$ cat config.mk
export PLATFORM = sky130hd
export DESIGN_NAME = vram_port_arbiter
export DESIGN_NICKNAME = d
export VERILOG_FILES = /design/src/rtl/vram_port_arbiter.sv
export SDC_FILE = /design/constraint.sdc
export NUM_CORES = 1
export LEC_CHECK = 0
export CORE_MARGIN = 1
export CORE_UTILIZATION = 39
export CTS_BUF_LIST = sky130_fd_sc_hd__clkbuf_4 sky130_fd_sc_hd__clkbuf_8
export DETAILED_ROUTE_END_ITERATION = 8
export GPL_TIMING_DRIVEN = 0
export PLACE_DENSITY = 0.84
export REMOVE_ABC_BUFFERS = 1
export SYNTH_ARGS = -nofsm -noshare
export SYNTH_HDL_FRONTEND = slang
export SYNTH_SLANG_ARGS = --single-unit
$ cat constraint.sdc
create_clock -name clk -period 2.5 [get_ports clk]
set_clock_uncertainty 0.05 [all_clocks]
set_input_delay 0.25 -clock clk [delete_from_list [all_inputs] [get_ports clk]]
set_output_delay 0.25 -clock clk [all_outputs]
set_load 0.02 [all_outputs]
$ cat src/rtl/vram_port_arbiter.sv
// ----------------------------------------------------------------------------
// vram_port_arbiter
//
// Shares the 32-bit CPU-side port of the dual-port VRAM between three
// requesters: the CPU bus, the DMA engine and a built-in fill engine that
// writes a constant word pattern over a range of VRAM words.
//
// Grant selection is combinational from the live requests and registered
// arbitration state, so an ack and the VRAM command appear in the same cycle.
// The VRAM captures the command on the next clock edge and returns read data
// one cycle later. That data is flagged by the requester's own rdvalid.
//
// Ports
//   clk, reset_n                       clock, asynchronous active-low reset
//   cpu_req/addr/wrdata/bytesel/wren   CPU request, held until cpu_ack
//   cpu_ack, cpu_rdvalid               CPU accept strobe, read-data-valid
//   dma_req/addr/wrdata/bytesel/wren   DMA request, held until dma_ack
//   dma_ack, dma_rdvalid               DMA accept strobe, read-data-valid
//   rddata                             shared read data (qualify with *_rdvalid)
//   fill_start/addr/len/data           fill launch pulse and its parameters
//   fill_busy, fill_done               fill running / one-cycle completion pulse
//   vram_addr/wrdata/bytesel/wren      command to VRAM port 1
//   vram_rddata                        VRAM port 1 read data (1-cycle latency)
// ----------------------------------------------------------------------------
module vram_port_arbiter #(
    parameter int ADDR_W     = 12,
    parameter int STARVE_MAX = 8
) (
    input  logic              clk,
    input  logic              reset_n,
    input  logic              cpu_req,
    input  logic [ADDR_W-1:0] cpu_addr,
    input  logic [31:0]       cpu_wrdata,
    input  logic [3:0]        cpu_bytesel,
    input  logic              cpu_wren,
    output logic              cpu_ack,
    output logic              cpu_rdvalid,
    input  logic              dma_req,
    input  logic [ADDR_W-1:0] dma_addr,
    input  logic [31:0]       dma_wrdata,
    input  logic [3:0]        dma_bytesel,
    input  logic              dma_wren,
    output logic              dma_ack,
    output logic              dma_rdvalid,
    output logic [31:0]       rddata,
    input  logic              fill_start,
    input  logic [ADDR_W-1:0] fill_addr,
    input  logic [ADDR_W:0]   fill_len,
    input  logic [31:0]       fill_data,
    output logic              fill_busy,
    output logic              fill_done,
    output logic [ADDR_W-1:0] vram_addr,
    output logic [31:0]       vram_wrdata,
    output logic [3:0]        vram_bytesel,
    output logic              vram_wren,
    input  logic [31:0]       vram_rddata
);

    localparam int SW = $clog2(STARVE_MAX + 1);
    localparam logic [SW-1:0]     STARVE_LIM = SW'(STARVE_MAX);
    localparam logic [SW-1:0]     STARVE_ONE = SW'(1);
    localparam logic [ADDR_W-1:0] ADDR_ONE   = ADDR_W'(1);
    localparam logic [ADDR_W:0]   REM_ONE    = (ADDR_W + 1)'(1);

    typedef enum logic [1:0] {
        FILL_IDLE = 2'd0,
        FILL_RUN  = 2'd1,
        FILL_DONE = 2'd2
    } fill_state_e;

    fill_state_e       fill_state_q;
    logic [ADDR_W-1:0] fill_addr_q;
    logic [ADDR_W:0]   fill_rem_q;
    logic [31:0]       fill_data_q;
    logic              fill_busy_q;
    logic              fill_done_q;

    logic              rr_q, rr_d;          // 0: DMA preferred, 1: fill preferred
    logic [SW-1:0]     starve_q, starve_d;  // saturating denied-cycle count
    logic              cpu_rdvalid_q;
    logic              dma_rdvalid_q;

    logic              fill_req_s;
    logic              other_pend_s;
    logic              starved_s;
    logic              gnt_cpu_s;
    logic              gnt_dma_s;
    logic              gnt_fill_s;

    // Grant selection: CPU first unless the DMA/fill side has starved; DMA vs fill by round-robin.
    always_comb begin
        fill_req_s   = (fill_state_q == FILL_RUN);
        other_pend_s = dma_req | fill_req_s;
        starved_s    = (starve_q >= STARVE_LIM);
        gnt_cpu_s    = 1'b0;
        gnt_dma_s    = 1'b0;
        gnt_fill_s   = 1'b0;
        if (!reset_n) begin
            // Nothing is granted while reset is held, keeping the VRAM port quiet.
            gnt_cpu_s = 1'b0;
        end else if (cpu_req && !(other_pend_s && starved_s)) begin
            gnt_cpu_s = 1'b1;
        end else if (dma_req && (!fill_req_s || !rr_q)) begin
            gnt_dma_s = 1'b1;
        end else if (fill_req_s) begin
            gnt_fill_s = 1'b1;
        end else begin
            gnt_cpu_s = 1'b0;
        end
    end

    // VRAM command mux: granted requester's fields, all zero when idle.
    always_comb begin
        vram_addr    = {ADDR_W{1'b0}};
        vram_wrdata  = 32'h0000_0000;
        vram_bytesel = 4'h0;
        vram_wren    = 1'b0;
        if (gnt_cpu_s) begin
            vram_addr    = cpu_addr;
            vram_wrdata  = cpu_wrdata;
            vram_bytesel = cpu_bytesel;
            vram_wren    = cpu_wren;
        end else if (gnt_dma_s) begin
            vram_addr    = dma_addr;
            vram_wrdata  = dma_wrdata;
            vram_bytesel = dma_bytesel;
            vram_wren    = dma_wren;
        end else if (gnt_fill_s) begin
            vram_addr    = fill_addr_q;
            vram_wrdata  = fill_data_q;
            vram_bytesel = 4'hF;
            vram_wren    = 1'b1;
        end else begin
            vram_wren    = 1'b0;
        end
    end

    // Next arbitration state: pointer flips on every DMA/fill grant, starvation count clears on one.
    always_comb begin
        rr_d     = rr_q ^ (gnt_dma_s | gnt_fill_s);
        starve_d = starve_q;
        if (gnt_dma_s || gnt_fill_s) begin
            starve_d = {SW{1'b0}};
        end else if (other_pend_s && !starved_s) begin
            starve_d = starve_q + STARVE_ONE;
        end else begin
            starve_d = starve_q;
        end
    end

    // Arbitration state and read-valid flags (data returns one cycle after a read ack).
    always_ff @(posedge clk or negedge reset_n) begin
        if (!reset_n) begin
            rr_q          <= 1'b0;
            starve_q      <= {SW{1'b0}};
            cpu_rdvalid_q <= 1'b0;
            dma_rdvalid_q <= 1'b0;
        end else begin
            rr_q          <= rr_d;
            starve_q      <= starve_d;
            cpu_rdvalid_q <= gnt_cpu_s & ~cpu_wren;
            dma_rdvalid_q <= gnt_dma_s & ~dma_wren;
        end
    end

    // Fill sequencer: latch parameters, issue one full-word write per grant, pulse done.
    always_ff @(posedge clk or negedge reset_n) begin
        if (!reset_n) begin
            fill_state_q <= FILL_IDLE;
            fill_addr_q  <= {ADDR_W{1'b0}};
            fill_rem_q   <= {(ADDR_W + 1){1'b0}};
            fill_data_q  <= 32'h0000_0000;
            fill_busy_q  <= 1'b0;
            fill_done_q  <= 1'b0;
        end else begin
            fill_done_q <= 1'b0;
            case (fill_state_q)
                FILL_IDLE: begin
                    if (fill_start) begin
                        fill_addr_q <= fill_addr;
                        fill_rem_q  <= fill_len;
                        fill_data_q <= fill_data;
                        if (fill_len == {(ADDR_W + 1){1'b0}}) begin
                            fill_state_q <= FILL_DONE;
                            fill_done_q  <= 1'b1;
                        end else begin
                            fill_state_q <= FILL_RUN;
                            fill_busy_q  <= 1'b1;
                        end
                    end else begin
                        fill_state_q <= FILL_IDLE;
                    end
                end
                FILL_RUN: begin
                    if (gnt_fill_s) begin
                        // Address wraps naturally at the top of VRAM.
                        fill_addr_q <= fill_addr_q + ADDR_ONE;
                        fill_rem_q  <= fill_rem_q - REM_ONE;
                        if (fill_rem_q == REM_ONE) begin
                            fill_state_q <= FILL_DONE;
                            fill_busy_q  <= 1'b0;
                            fill_done_q  <= 1'b1;
                        end else begin
                            fill_state_q <= FILL_RUN;
                        end
                    end else begin
                        fill_state_q <= FILL_RUN;
                    end
                end
                FILL_DONE: begin
                    fill_state_q <= FILL_IDLE;
                end
                default: begin
                    fill_state_q <= FILL_IDLE;
                    fill_busy_q  <= 1'b0;
                end
            endcase
        end
    end

    assign cpu_ack     = gnt_cpu_s;
    assign dma_ack     = gnt_dma_s;
    assign cpu_rdvalid = cpu_rdvalid_q;
    assign dma_rdvalid = dma_rdvalid_q;
    assign rddata      = vram_rddata;
    assign fill_busy   = fill_busy_q;
    assign fill_done   = fill_done_q;

endmodule

==> summary.txt, run 1 <==
Run status
  – Run status: completed

Setup path
  – Top cell family by delay on the critical path: buffers and inverters
  – Critical path type: flip-flop to primary output
  – Worst R2R Setup Slack: 290 ps
  – Critical path's slowest cell: dfrtp_2
  – CP max FO: 7
  – Worst setup SP type: flip-flop
  – Critical Path RT: 2200 ps
  – CP peak stage delay: 450 ps
  – Worst-path cell chain: nor2b_4 -> o21ai_4 -> and3_4 -> buf_4 -> a21o_1 -> dlygate4sd2_1
  – Critical Path End Type: primary output
  – Crit path buffers/inverters: 2
  – CP arrival: 2140 ps

Finish
  – Share of post-route cells with drive strength above 1: between 10% and 20%
  – Area delta synth->final: 55.5%
  – Final #Nets: 849
  – Diode count: 0
  – Final instance area: 7010 sq um

STA
  – F_max: 409 MHz
  – Period utilization: 97.7%
  – Setup violators final: 0
  – Relative slew margins: 32.7%
  – Fin. max-slew vios: 0
  – Fin. Hold Viols: 0
  – Hold WS: 226 ps
  – Worst slew pin tran: 1010 ps
  – Fin crit period: 2440 ps

Synth
  – Xor/xnor share of the synthesized area: 0.194%
  – Synth cell types: 55
  – Post-synthesis sequential area ratio: 37.2%
  – Synth top area share: 37.2%
  – Async set or reset register ratio after synthesis: 100%
  – Largest family of logic cells by synthesized area: compound AO/OA/AOI/OAI gates
  – Post-synthesis mux area share: 8.72%
  – Post-synth EDFFs: 0
  – Synth warn: 0
  – Syn_area_per_cell: 9.86 sq um
  – Most common cell in the netlist: dfrtp_1
  – Top cells by area, synth: dfrtp_1, mux2_2, a22o_1
  – Synth Area in Compound Gates: 29.7%
  – Post-Syn Instances: 457
  – Simple logic cell fraction of the synthesized area: 11.6%
  – Cell taking the most area after synthesis: dfrtp_1
  – Synthesized cell area: 4510 sq um
  – Adder-Cell Fraction of Synth Area: 1.39%
  – Top cells by count, synth: dfrtp_1, a22o_1, a21o_1
  – Synth Register Bits: 67
  – Ys flop type: dfrtp_1

Pwr
  – LEAKAGE: 3.30 nW
  – Max IR drop VDD: 517 uV
  – Power per cell area: 677 nW/um^2

Detailed routing
  – WL final: 17.4 mm
  – Via count: 4630
  – Drt drc: 0
  – Vias per cell: 5.81
  – Drt first pass iters: 5
  – DR WL/cell: 21.8 um
  – Drt initial violations: 329
  – Routed Antenna Nets: 0

Clock tree
  – Clock slew seen by the registers of the worst setup and hold paths: 80 ps
  – Clock Path Buffers: 2
  – H-tree levels: 3
  – Root Driver: clkbuf_8
  – CTS tree: yes
  – Worst-Skew Late Latency: between 300 and 400 ps
  – CTS buffer count: 9
  – Total clock sinks: 67

Global route
  – GRT overflow: 0
  – Global-route wire length before repair: about 24 mm
  – Vias in the first global route: 4495
  – Initial antenna violation count: 0
  – Largest net degree at the start of global routing: 37
  – Tot GR Track Use: between 20 and 30%

Run
  – Max-Cap Viols: 0

Floorplanning
  – Core area: 11000 sq um
  – Die area: 12000 sq um
  – Starting Density: 40.8%
  – Die X: between 100 and 150 um
  – Io pins: roughly 280
  – Die height: 109 um
  – Row count: 38

Place
  – Buffers on Ports: between 200 and 250
  – Placer Congestion: 0.824
  – Area after DPL: roughly 6500 sq um
  – Post-DP HPWL: 11.3 mm

Hold path
  – Hold crit path type: primary input to flip-flop
## stage by stage
step | setup slack, ps | setup TNS [ps] | std cells | power, mW | utilization (%)
2_1_floorplan | -2160 | -172710 | 389 | 2.68 | -
3_3_place_gp | -4510 | -531240 | 743 | 3.49 | 57.6
3_5_place_dp | -503 | -19790 | 750 | 3.60 | 58.9
4_1_cts | -3.71 | -3.71 | 795 | 4.74 | 63.6
5_1_grt | -3.03 | -5.95 | 797 | 5.01 | 63.5
6_report | 57.3 | 0 | 797 | 4.74 | 63.5
## path summary, 6_finish.rpt
check	from	end	cells past startpoint
worst min register to register	rr_q	rr_q	1
max in group asynchronous	reset_n	fill_state_q[0]	4
worst max-delay path	fill_state_q[0]	vram_wrdata[25]	6
min in group asynchronous	reset_n	fill_data_q[28]	4
worst max register to register	fill_done	fill_rem_q[11]	5
worst min-delay path	reset_n	starve_q[3]	3
## state kept, by name (all words and copies together), names as in the netlist
register      cells
fill_addr_q      12
cpu_rdvalid       1
fill_done         1
dma_rdvalid       1
starve_q          4
fill_busy         1
fill_state_q      1
fill_rem_q       13
rr_q              1
fill_data_q      32
## routing by layer
| layer | GRT usage, % | vias up | share of wire [%] |
|---|---|---|---|
| li1 | - | 2095 | - |
| met5 | 3.13 | - | 0.24 |
| met4 | 6.19 | 2 | 1.1 |
| met3 | 11.1 | 18 | 10 |
| met1 | 33.3 | 2271 | 40 |
| met2 | 45.8 | 244 | 48 |
## cell usage in the layout, fill, tap and decap left out, types with 5 or more instances in the layout
cell type | netlist | layout
a21oi_1 | 27 | 27
o2bb2a_1 | 5 | 5
nand2b_1 | 7 | 7
nand3_1 | 11 | 11
clkdlybuf4s50_1 | 0 | 161
a22o_1 | 43 | 43
clkbuf_8 | 0 | 10
inv_1 | 9 | 9
o22ai_1 | 9 | 9
a221o_1 | 6 | 6
and3_1 | 6 | 6
nand2_1 | 20 | 20
a21o_1 | 41 | 41
nand4_1 | 7 | 7
clkdlybuf4s15_1 | 0 | 12
mux2_2 | 34 | 34
nor2_1 | 18 | 18
dfrtp_1 | 67 | 64
o21ai_0 | 14 | 14
dlygate4sd2_1 | 0 | 32
buf_4 | 35 | 15
ha_1 | 5 | 5
and3_4 | 1 | 6
buf_12 | 0 | 7
## power breakdown
part           internal (mW)  leakage [nW]  switching [mW]
sequential              1.31         0.828           0.277
combinational           1.05          2.36            1.06
clock                  0.612         0.117           0.429
## tightest hold or removal path: stages
cell	delay (ps)
buf_6	100
buf_16	160
a21oi_1	80
## kinds of logic after synthesis
group,after synthesis
muxes,35
DFF,67
buffers and inverters,77
xor gates and xnor gates,1
and+or+nand+nor,95
adders and majority gates,5
AOI/OAI and AO/OA,177
## cell type report
class                      instances  area (sq um)
timing repair buffer             245          2460
sequential                        67          1680
fill                             929          4020
clock inverter                     4          73.8
clock buffer                      12           153
multi-input combinational        320          2430
inverter                           9          33.8
tap                              140           175
## timing repair
action	4_1_cts	5_1_grt
gates cloned	7	1
pin swaps	3	2
endpoints found under the hold margin	31	0
endpoints found under the setup margin	51	31
hold buffers	5	0
setup buffers	17	1
gates resized for setup	79	19
Power figures use the tool's default switching activity.
==> inputs of run 2 (changes only) <==
CAP_MARGIN = 20   (was not set)
CORE_UTILIZATION = 30   (was 39)
PLACE_DENSITY = 0.67   (was 0.84)
==> run 2 against run 1 <==
Fmax up 0.30%. Design area up 0.54%. Register-to-register slack worse by 80 ps. Highest routed layer is now met4. Clock power down 12%. First-iteration DRC count down 36%. Cell count up 6.3%. Critical path type unchanged. Critical path depth unchanged. Largest power group unchanged.
==> summary.txt, run 2 (same netlist as run 1, synthesis figures left out) <==
Detailed routing
  – Routed Antenna Nets: 0 (unchanged)
  – Vias per cell: 5.50 (-5.4%)
  – Drt initial violations: 209 (-36%)
  – Metal2 WL: 8.72 mm (+4.6%)
  – WL met3: 1.65 mm (-8.2%)
  – Max Used Layer: met4
  – Drt first pass iters: 4 (-1)
  – Met1 wire length: 7.21 mm (+2.6%)
  – Drt drc: 0 (unchanged)
  – DR WL/cell: 21.1 um (-3.1%)
  – WL final: 17.9 mm (+2.9%)
  – Via count: 4657 (+0.58%)

Finish
  – # fillers: 1369 (+47%)
  – Max reg flops: 32 (unchanged)
  – Final cell utilization of the core: 48.3% (-15 points)
  – Diode count: 0 (unchanged)
  – Largest register by flop count: fill_data_q
  – Area occupied by multi-input gates: 2450 sq um (+0.93%)
  – FF+latch area: 1680 sq um (about the same)
  – Commonest non-fill, non-tap cell in the layout: clkdlybuf4s50_1
  – Most frequent cells in the layout: clkdlybuf4s50_1, dfrtp_1, a22o_1
  – Regs by FF count: fill_data_q x32, fill_rem_q x13, fill_addr_q x12
  – Final #Nets: 855 (+0.71%)
  – Area delta synth->final: 56.4%
  – Share of post-route cells with drive strength above 1: 19.9% (+3.3 points)

STA
  – Worst slew pin tran: 832 ps (-178 ps)
  – Setup violators final: 0 (unchanged)
  – Relative slew margins: 44.5% (+12 points)
  – Fin. max-slew vios: 0 (unchanged)
  – Fin. Hold Viols: 0 (unchanged)
  – RSZ-0062 raised after global routing: yes
  – Fin crit period: 2440 ps (-7.21 ps)
  – Period utilization: 97.4% (-0.29 points)
  – F_max: 411 MHz (+0.30%)
  – Hold WS: 270 ps (+43.5 ps)

Setup path
  – CP max FO: 9 (+2)
  – Critical Path End Type: primary output
  – Critical Path RT: 2200 ps (about the same)
  – CP arrival: 2140 ps (about the same)
  – Worst setup SP type: flip-flop
  – Critical path type: flip-flop to primary output

Clock tree
  – H-tree levels: 3 (unchanged)
  – Total clock sinks: 67 (unchanged)
  – Clock slew seen by the registers of the worst setup and hold paths: 80 ps (about the same)
  – CTS tree: yes
  – Worst-Skew Late Latency: 360 ps (about the same)
  – CTS buffer count: 9 (unchanged)
  – Root Driver: clkbuf_8
  – Clock Path Buffers: 2 (unchanged)

Global route
  – Global-route wire length before repair: 27.7 mm (+14%)
  – Initial antenna violation count: 0 (unchanged)
  – Largest net degree at the start of global routing: 33 (-11%)
  – Vias in the first global route: 4732 (+5.3%)
  – Tot GR Track Use: 23.3% (-4.3 points)
  – GRT overflow: 0 (unchanged)

Pwr
  – Power per cell area: 657 nW/um^2 (-2.8%)
  – LEAKAGE: 3.31 nW (+0.29%)
  – Max IR drop VDD: 374 uV (-28%)

Floorplanning
  – Io pins: 279 (unchanged)
  – Core area: 14600 sq um (+32%)
  – Die area: 15500 sq um (+29%)
  – Row count: 44 (+16%)
  – Die X: 125 um (+14%)
  – Die height: 125 um (+14%)
  – Starting Density: 30.9% (-10 points)

Place
  – Buffers on Ports: 214 (unchanged)
  – Placer Congestion: 0.796 (-3.5%)
  – Post-DP HPWL: 11.7 mm (+2.9%)

Run
  – Max-Cap Viols: 0 (unchanged)

Run status
  – Run status: completed

Hold path
  – Hold crit path type: primary input to flip-flop
## run 2: cell count changes in the layout (fill, tap and decap cells not counted), sizes merged
cell and change:
clkdlybuf4s15 -5, and3 -2, clkinv +2, dlygate4sd3 +1, clkdlybuf4s50 -1, dlygate4sd2 -7, bufinv -1, buf +8
and4 +2, clkbuf +7, clkinvlp +2
## run 2: worst max-delay path, cell delays in order (launching register included)
cell and delay [ps]:
dfrtp_1 410, nand2b_4 210, and4_4 230, buf_4 190, a22o_1 260, a21o_1 160
dlygate4sd2_1 320
## run 2: what timing repair did
action                                  CTS  global route
hold buffers                              5             0
setup buffers                            20             3
endpoints found under the hold margin    23             0
pin swaps                                 3             2
endpoints found under the setup margin   52            39
gates resized for setup                  99            32
gates cloned                              8             1
## run 2: worst paths after layout
| path | from | end | slack, ps | cells past startpoint |
|---|---|---|---|---|
| worst max-delay path | rr_q | vram_addr[5] | 60 | 6 |
| min in group asynchronous | reset_n | fill_data_q[21] | 480 | 4 |
| worst max register to register | fill_done | fill_rem_q[3] | 210 | 6 |
| max in group asynchronous | reset_n | fill_done | 1310 | 3 |
| worst min register to register | fill_data_q[21] | fill_data_q[21] | 460 | 1 |
| worst min-delay path | reset_n | starve_q[3] | 270 | 3 |
## run 2: cell type report
cell class	count	area share (%)
Multi-Input combinational cell	320	34.8
Sequential cell	67	23.8
Tap cell	184	3.27
Timing Repair Buffer	251	34.9
Inverter	9	0.479
Clock buffer	9	1.76
Clock inverter	7	0.977
## run 2: where the power goes
part	internal, mW	leakage (nW)	switching, mW	total (mW)
clock network	0.456	0.0950	0.455	0.911
logic	1.07	2.39	1.07	2.14
registers	1.31	0.830	0.272	1.58
total	2.83	3.31	1.80	4.63
## run 2: stage by stage
| step | setup slack, ps | power, mW | cells | area [sq um] | TNS [ps] |
|---|---|---|---|---|---|
| floorplan | -2160 | 2.68 | 389 | 4040 | -172710 |
| global placement | -4600 | 3.52 | 787 | 6410 | -554300 |
| detailed placement | -721 | 3.62 | 794 | 6560 | -25540 |
| CTS | -47.8 | 4.69 | 843 | 7090 | -84.6 |
| global route | -1.44 | 4.93 | 847 | 7050 | -1.44 |
| finish | 64.5 | 4.63 | 847 | 7050 | 0 |
## run 2: layer usage
layer,vias to the layer above,GRT usage [%]
met5,-,3.27
met4,0,7.73
met3,24,8.81
met2,247,38.9
met1,2268,26.9
li1,2118,-
